$ cat config.mk
export PLATFORM = sky130hd
export DESIGN_NAME = fb_rect_fill
export DESIGN_NICKNAME = d
export VERILOG_FILES = /design/src/rtl/fb_pkg.sv /design/src/rtl/fb_rect_clip.sv /design/src/rtl/fb_rect_fill.sv
export SDC_FILE = /design/constraint.sdc
export NUM_CORES = 1
export LEC_CHECK = 0
export CAP_MARGIN = 10
export CORE_MARGIN = 2
export CORE_UTILIZATION = 25
export CTS_BUF_LIST = sky130_fd_sc_hd__clkbuf_8
export DETAILED_ROUTE_END_ITERATION = 10
export PLACE_DENSITY = 0.54
export REMOVE_ABC_BUFFERS = 1
export SLEW_MARGIN = 20
export SYNTH_ARGS = -nofsm -noshare
export SYNTH_HDL_FRONTEND = slang
export SYNTH_SLANG_ARGS = --single-unit
$ cat constraint.sdc
create_clock -name clk_clk -period 4.9 [get_ports clk_clk]
set_input_delay 0.98 -clock clk_clk [delete_from_list [all_inputs] [get_ports clk_clk]]
set_output_delay 0.98 -clock clk_clk [all_outputs]
set_load 0.03 [all_outputs]
$ cat src/rtl/fb_pkg.sv
// Shared types and constants for the framebuffer rectangle-fill engine.
package fb_pkg;

   localparam int FB_ADDR_W     = 27;
   localparam int FB_COLOR_W    = 12;
   localparam int FB_CRD_W      = 10;
   localparam int FB_END_W      = 11;
   localparam int FB_DEF_WIDTH  = 320;
   localparam int FB_DEF_HEIGHT = 240;

   typedef logic [FB_COLOR_W-1:0] fb_color_t;

   typedef enum logic [1:0] {
      ST_IDLE  = 2'd0,
      ST_SETUP = 2'd1,
      ST_WRITE = 2'd2,
      ST_DONE  = 2'd3
   } fb_rect_state_t;

endpackage

$ cat src/rtl/fb_rect_clip.sv
// Rectangle extent and empty-command detection.
// Optional macro FB_RECT_CLIP_EN: clip extents to the screen and treat
// fully off-screen rectangles as empty. Without it the extents are
// unclipped and only zero-size rectangles are empty.
module fb_rect_clip
   import fb_pkg::*;
#(
   parameter int FB_WIDTH  = FB_DEF_WIDTH,
   parameter int FB_HEIGHT = FB_DEF_HEIGHT
) (
   input  logic [FB_CRD_W-1:0] i_x,
   input  logic [FB_CRD_W-1:0] i_y,
   input  logic [FB_CRD_W-1:0] i_w,
   input  logic [FB_CRD_W-1:0] i_h,
   output logic [FB_END_W-1:0] o_x_end,
   output logic [FB_END_W-1:0] o_y_end,
   output logic                o_empty
);

   logic [FB_END_W-1:0] w_x_sum;
   logic [FB_END_W-1:0] w_y_sum;

   assign w_x_sum = {1'b0, i_x} + {1'b0, i_w};
   assign w_y_sum = {1'b0, i_y} + {1'b0, i_h};

   // Exclusive end coordinates and empty flag.
   always_comb begin
`ifdef FB_RECT_CLIP_EN
      o_x_end = (w_x_sum > FB_END_W'(FB_WIDTH))  ? FB_END_W'(FB_WIDTH)  : w_x_sum;
      o_y_end = (w_y_sum > FB_END_W'(FB_HEIGHT)) ? FB_END_W'(FB_HEIGHT) : w_y_sum;
      o_empty = (i_w == '0) || (i_h == '0) ||
                ({1'b0, i_x} >= FB_END_W'(FB_WIDTH)) ||
                ({1'b0, i_y} >= FB_END_W'(FB_HEIGHT));
`else
      o_x_end = w_x_sum;
      o_y_end = w_y_sum;
      o_empty = (i_w == '0) || (i_h == '0);
`endif
   end

endmodule

$ cat src/rtl/fb_rect_fill.sv
// Rectangle-fill engine: one 16-bit bridge write per pixel, row-major.
// Optional macro FB_RECT_CLIP_EN (see fb_rect_clip) enables screen clipping.
//
// state  | meaning
// IDLE   | ready for a command
// SETUP  | compute extents and first row address
// WRITE  | bridge write held until acknowledge, one pixel per ack
// DONE   | one-cycle completion pulse
module fb_rect_fill
   import fb_pkg::*;
#(
   parameter logic [FB_ADDR_W-1:0] FB_BASE   = 27'h0000000,
   parameter int                   FB_WIDTH  = FB_DEF_WIDTH,
   parameter int                   FB_HEIGHT = FB_DEF_HEIGHT
) (
   input  logic                 clk_clk,
   input  logic                 reset_reset_n,
   input  logic                 cmd_valid,
   output logic                 cmd_ready,
   input  logic [FB_CRD_W-1:0]  cmd_x,
   input  logic [FB_CRD_W-1:0]  cmd_y,
   input  logic [FB_CRD_W-1:0]  cmd_w,
   input  logic [FB_CRD_W-1:0]  cmd_h,
   input  fb_color_t            cmd_color,
   output logic                 busy,
   output logic                 done,
   output logic [FB_ADDR_W-1:0] bridge_memory_address,
   output logic [1:0]           bridge_memory_byte_enable,
   output logic                 bridge_memory_read,
   output logic                 bridge_memory_write,
   output logic [15:0]          bridge_memory_write_data,
   input  logic                 bridge_memory_acknowledge,
   input  logic [15:0]          bridge_memory_read_data
);

   fb_rect_state_t       r_state, w_state_nxt;
   logic [FB_CRD_W-1:0]  r_x, r_y, r_w, r_h;
   fb_color_t            r_color;
   logic [FB_END_W-1:0]  r_col, r_row;
   logic [FB_ADDR_W-1:0] r_row_addr, r_addr;

   logic [FB_END_W-1:0]  w_x_end, w_y_end, w_col_nxt, w_row_nxt;
   logic                 w_empty, w_col_last, w_row_last, w_ack;
   logic [FB_ADDR_W-1:0] w_pix_idx, w_setup_addr, w_next_row_addr;
   logic                 w_unused_rdata;

   assign w_unused_rdata = ^bridge_memory_read_data;

   fb_rect_clip #(
      .FB_WIDTH  (FB_WIDTH),
      .FB_HEIGHT (FB_HEIGHT)
   ) u_clip (
      .i_x     (r_x),
      .i_y     (r_y),
      .i_w     (r_w),
      .i_h     (r_h),
      .o_x_end (w_x_end),
      .o_y_end (w_y_end),
      .o_empty (w_empty)
   );

   assign w_pix_idx       = FB_ADDR_W'(r_y) * FB_ADDR_W'(FB_WIDTH) + FB_ADDR_W'(r_x);
   assign w_setup_addr    = FB_BASE + (w_pix_idx << 1);
   assign w_next_row_addr = r_row_addr + FB_ADDR_W'(2 * FB_WIDTH);
   assign w_col_nxt       = r_col + 1'b1;
   assign w_row_nxt       = r_row + 1'b1;
   assign w_col_last      = (w_col_nxt >= w_x_end);
   assign w_row_last      = (w_row_nxt >= w_y_end);
   assign w_ack           = (r_state == ST_WRITE) && bridge_memory_acknowledge;

   // State register; reset forces IDLE so a pending write drops at once.
   always_ff @(posedge clk_clk or negedge reset_reset_n) begin
      if (!reset_reset_n) r_state <= ST_IDLE;
      else                r_state <= w_state_nxt;
   end

   // Next-state decode.
   always_comb begin
      w_state_nxt = r_state;
      case (r_state)
         ST_IDLE:  if (cmd_valid) w_state_nxt = ST_SETUP;
         ST_SETUP: w_state_nxt = w_empty ? ST_DONE : ST_WRITE;
         ST_WRITE: if (w_ack && w_col_last && w_row_last) w_state_nxt = ST_DONE;
         ST_DONE:  w_state_nxt = ST_IDLE;
         default:  w_state_nxt = ST_IDLE;
      endcase
   end

   // Command capture and pixel/address walk.
   always_ff @(posedge clk_clk or negedge reset_reset_n) begin
      if (!reset_reset_n) begin
         r_x        <= '0;
         r_y        <= '0;
         r_w        <= '0;
         r_h        <= '0;
         r_color    <= '0;
         r_col      <= '0;
         r_row      <= '0;
         r_row_addr <= '0;
         r_addr     <= '0;
      end else begin
         if (r_state == ST_IDLE && cmd_valid) begin
            r_x     <= cmd_x;
            r_y     <= cmd_y;
            r_w     <= cmd_w;
            r_h     <= cmd_h;
            r_color <= cmd_color;
         end
         if (r_state == ST_SETUP) begin
            r_col      <= {1'b0, r_x};
            r_row      <= {1'b0, r_y};
            r_row_addr <= w_setup_addr;
            r_addr     <= w_setup_addr;
         end
         if (w_ack) begin
            if (!w_col_last) begin
               r_col  <= w_col_nxt;
               r_addr <= r_addr + FB_ADDR_W'(2);
            end else if (!w_row_last) begin
               r_col      <= {1'b0, r_x};
               r_row      <= w_row_nxt;
               r_row_addr <= w_next_row_addr;
               r_addr     <= w_next_row_addr;
            end
         end
      end
   end

   // Outputs decoded from state.
   always_comb begin
      cmd_ready                 = (r_state == ST_IDLE);
      busy                      = (r_state != ST_IDLE);
      done                      = (r_state == ST_DONE);
      bridge_memory_write       = (r_state == ST_WRITE);
      bridge_memory_byte_enable = (r_state == ST_WRITE) ? 2'b11 : 2'b00;
      bridge_memory_read        = 1'b0;
      bridge_memory_address     = r_addr;
      bridge_memory_write_data  = {4'h0, r_color};
   end

endmodule
==> metrics.cfg <==
[worst_hold_path]
holdCritPathClass = in2async

[yosys]
yosysTopAreaCell = dfrtp_1
seq_area_frac_synth = 0.3665
async_flop_share = 1.000
synth_top_cell_area_share = 0.3665
synth_flop_cell = dfrtp_1
synth.top_cells.by_area = dfrtp_1 (37%), ha_1 (9.9%), mux2_2 (7.4%), xnor2_1 (5.0%), xor2_1 (3.3%)
postSynthAreaPerCell_sq_um = 9.853
ys_warn_count = 0
synth.distinct_cells = 77
syn_area_sq_mm = 0.008877
synth_seq_cells = 130
synth_enable_flop_cells = 0
syn_inst = 901

[timing]
slew_headroom = 0.3447
max_clock_freq_ghz = 0.2183
drv_slew = 0
hold_viol = 0
fin_skew_ns = 0.01127
finalSetupTns_ns = 0
fin_crit_sh = 0.9349
min_period_ns = 4.581
setup_viol = 0
worstMarginPinSlew_ns = 0.9795
rsz0062_at_grt = no

[worst_setup_path]
startpoint_type = flip-flop
critical_path_required_ns = 5.23
startpoint = r_y[1]$_DFFE_PN0P_
cp-end-kind = flip-flop
reg2reg_depth = 17
crit_type = reg2reg
cp.arrival_ns = 4.92
worstReg2RegStart = r_y[1]$_DFFE_PN0P_
slowest_stage = a2111oi_1
slowest_delay_ns = 0.61
cp_cell_sequence = ha_1 > a21o_1 > a21oi_1 > o21ai_0 > a2111oi_1 > o31ai_1 > a21oi_1 > xor2_1 > ha_1 > o21a_1 > nor2_1 > o31ai_2 > buf_4 > a21oi_4 > nor2_1 > buf_4 > a2111o_1
cp_max_fo = 11

[floorplanning]
die-area_sq_mm = 0.03703
num_io_pins = 122
die_width_um = 192.4
start_util = 0.2514
fp.dieH_um = 192.4
num_rows = 69
coreArea_sq_mm = 0.03531

[outcome]
status = complete, no violations

[clocking]
tritoncts = built
clkTransAtPathRegs_ns = 0.08
cts.sinks = 130
htreeDepth = 4
numCtsBuffers = 17
clk_latency_ns = 0.46
cts_buffer_depth = 2
cts_hold_buffers = 0
clockRootBuffer = clkbuf_8

[grt]
gr-total-overflow = 0
grt_pass1_vias = 7047
grt_max_degree = 54
antenna_found_initial = 0
grt.total_usage = 0.1326
grt_pass1_wl_um = 38310

[placement]
hpwlAfterDp_um = 17700
place_congestion = 0.8274
numPortBuffers = 100

[final_layout]
drive_gt1_frac = 0.1366
diodes = 0
area_growth_pct = 22.41
nets = 1159

[route]
ant_nets = 0
via_per_inst = 4.841
wl_um = 23910
drc = 0
wire_per_inst_um = 16.09
vias = 7193
drt_iter0_markers = 459
first_pass_iters = 7

[run]
drv_cap = 0

per-stage QoR:
step	std cells	util	hold WS (ns)	setup slack, ns	instance area [sq um]
finish	1486	0.3078	0.4324	0.3188	10870
global route	1486	0.3078	0.4412	0.07599	10870
CTS	1486	0.3075	0.4198	0.2742	10860
detailed placement	1455	0.2971	0.4735	0.3071	10490
global placement	1455	0.2971	0.4674	0.3613	10490
floorplan	865	-	0.4418	0.1644	8675
cell usage in the layout, fill, tap and decap left out, types with 6 or more instances in the layout:
| cell type | count |
|---|---|
| o21a_1 | 7 |
| o21ai_0 | 53 |
| nand2_1 | 61 |
| xor2_1 | 33 |
| clkdlybuf4s50_1 | 99 |
| inv_1 | 45 |
| mux2i_1 | 19 |
| clkbuf_8 | 19 |
| nand4_1 | 10 |
| and4_1 | 6 |
| nor3_1 | 13 |
| a221o_1 | 9 |
| xnor2_1 | 51 |
| ha_1 | 69 |
| nand3_1 | 35 |
| or2_2 | 6 |
| buf_4 | 28 |
| mux2_2 | 58 |
| nor2_1 | 55 |
| and2_1 | 6 |
| a21o_1 | 20 |
| o22ai_1 | 14 |
| and3_1 | 9 |
| a211oi_1 | 7 |
| dfrtp_1 | 130 |
| a21oi_1 | 38 |
| a22oi_1 | 13 |
Yosys cell counts (4+ instances only):
cell,n
dfrtp_1,130
ha_1,70
nand2_1,62
mux2_2,58
nor2_1,57
o21ai_0,53
xnor2_1,51
a21oi_1,38
inv_1,38
nand3_1,35
xor2_1,33
a21o_1,20
mux2i_1,19
o22ai_1,14
a22oi_1,13
nor3_1,13
clkbuf_1,12
buf_2,11
nand4_1,10
a221o_1,9
and3_1,9
buf_4,8
a211oi_1,7
o21a_1,7
and2_1,6
and4_1,6
or2_2,6
a2bb2oi_1,5
buf_1,5
nor4_1,5
o211ai_1,5
o21ai_1,5
o221ai_1,5
fa_1,4
nand2b_1,4
state kept, by name (all words and copies together) (netlist names):
register,flops
bridge_memory_address,27
r_row_addr,27
r_color,12
r_col,11
r_row,11
r_h,10
r_w,10
r_x,10
r_y,10
r_state,2
timing repair:
| action | CTS | global route |
|---|---|---|
| resized for setup | 0 | 4 |
| buffers inserted | 0 | 0 |
| endpoints found under the setup margin | 0 | 10 |
metal layers:
| metal | wire, um | track usage | vias up |
|---|---|---|---|
| met5 | 0 | 0 | - |
| met4 | 154 | 0.02730 | 0 |
| met3 | 1020 | 0.02473 | 11 |
| met2 | 10410 | 0.2009 | 152 |
| met1 | 12320 | 0.1951 | 3519 |
| li1 | - | - | 3511 |
final timing paths:
path | to | slack, ns
min in group clk_clk | r_row_addr[2]$_DFFE_PN0P_ | 0.49
hold / removal | r_row_addr[25]$_DFF_PN0_ | 0.43
max in group asynchronous | r_color[4]$_DFFE_PN0P_ | 3.40
setup / recovery | bridge_memory_address[25]$_DFF_PN0_ | 0.32
setup reg to reg | bridge_memory_address[25]$_DFF_PN0_ | 0.32
hold reg to reg | r_row_addr[2]$_DFFE_PN0P_ | 0.49
critical path: cells and delay by family, from the launching register on:
family	cells	cell delay [ns]
DFF	1	0.41
buffers and inverters	2	0.39
and+or+nand+nor	2	0.37
AOI/OAI and AO/OA	10	2.57
adders and majority gates	2	0.56
xor gates and xnor gates	1	0.16
cell families after synthesis:
logic type / after synthesis / share of synthesized area
compound gates: 227 / 0.1791
xor+xnor: 84 / 0.08288
fa+ha+maj: 74 / 0.1077
buf+inv: 78 / 0.04059
flops: 130 / 0.3665
mux: 77 / 0.09500
other cells: 1 / 0.0004224
simple gates: 230 / 0.1278
area by class of cell:
cell class,count,area [sq um]
flip-flops and latches,130,3253
multi-input cells,697,5296
repair buffers,129,1232
inverters,38,142.6
clock inverters,12,103.9
clock buffers,19,261.5
fillers,3696,24440
well taps,461,576.8
Power is not shown: default switching activity piles up to over one toggle a cycle in this logic, so the estimate is an artifact.
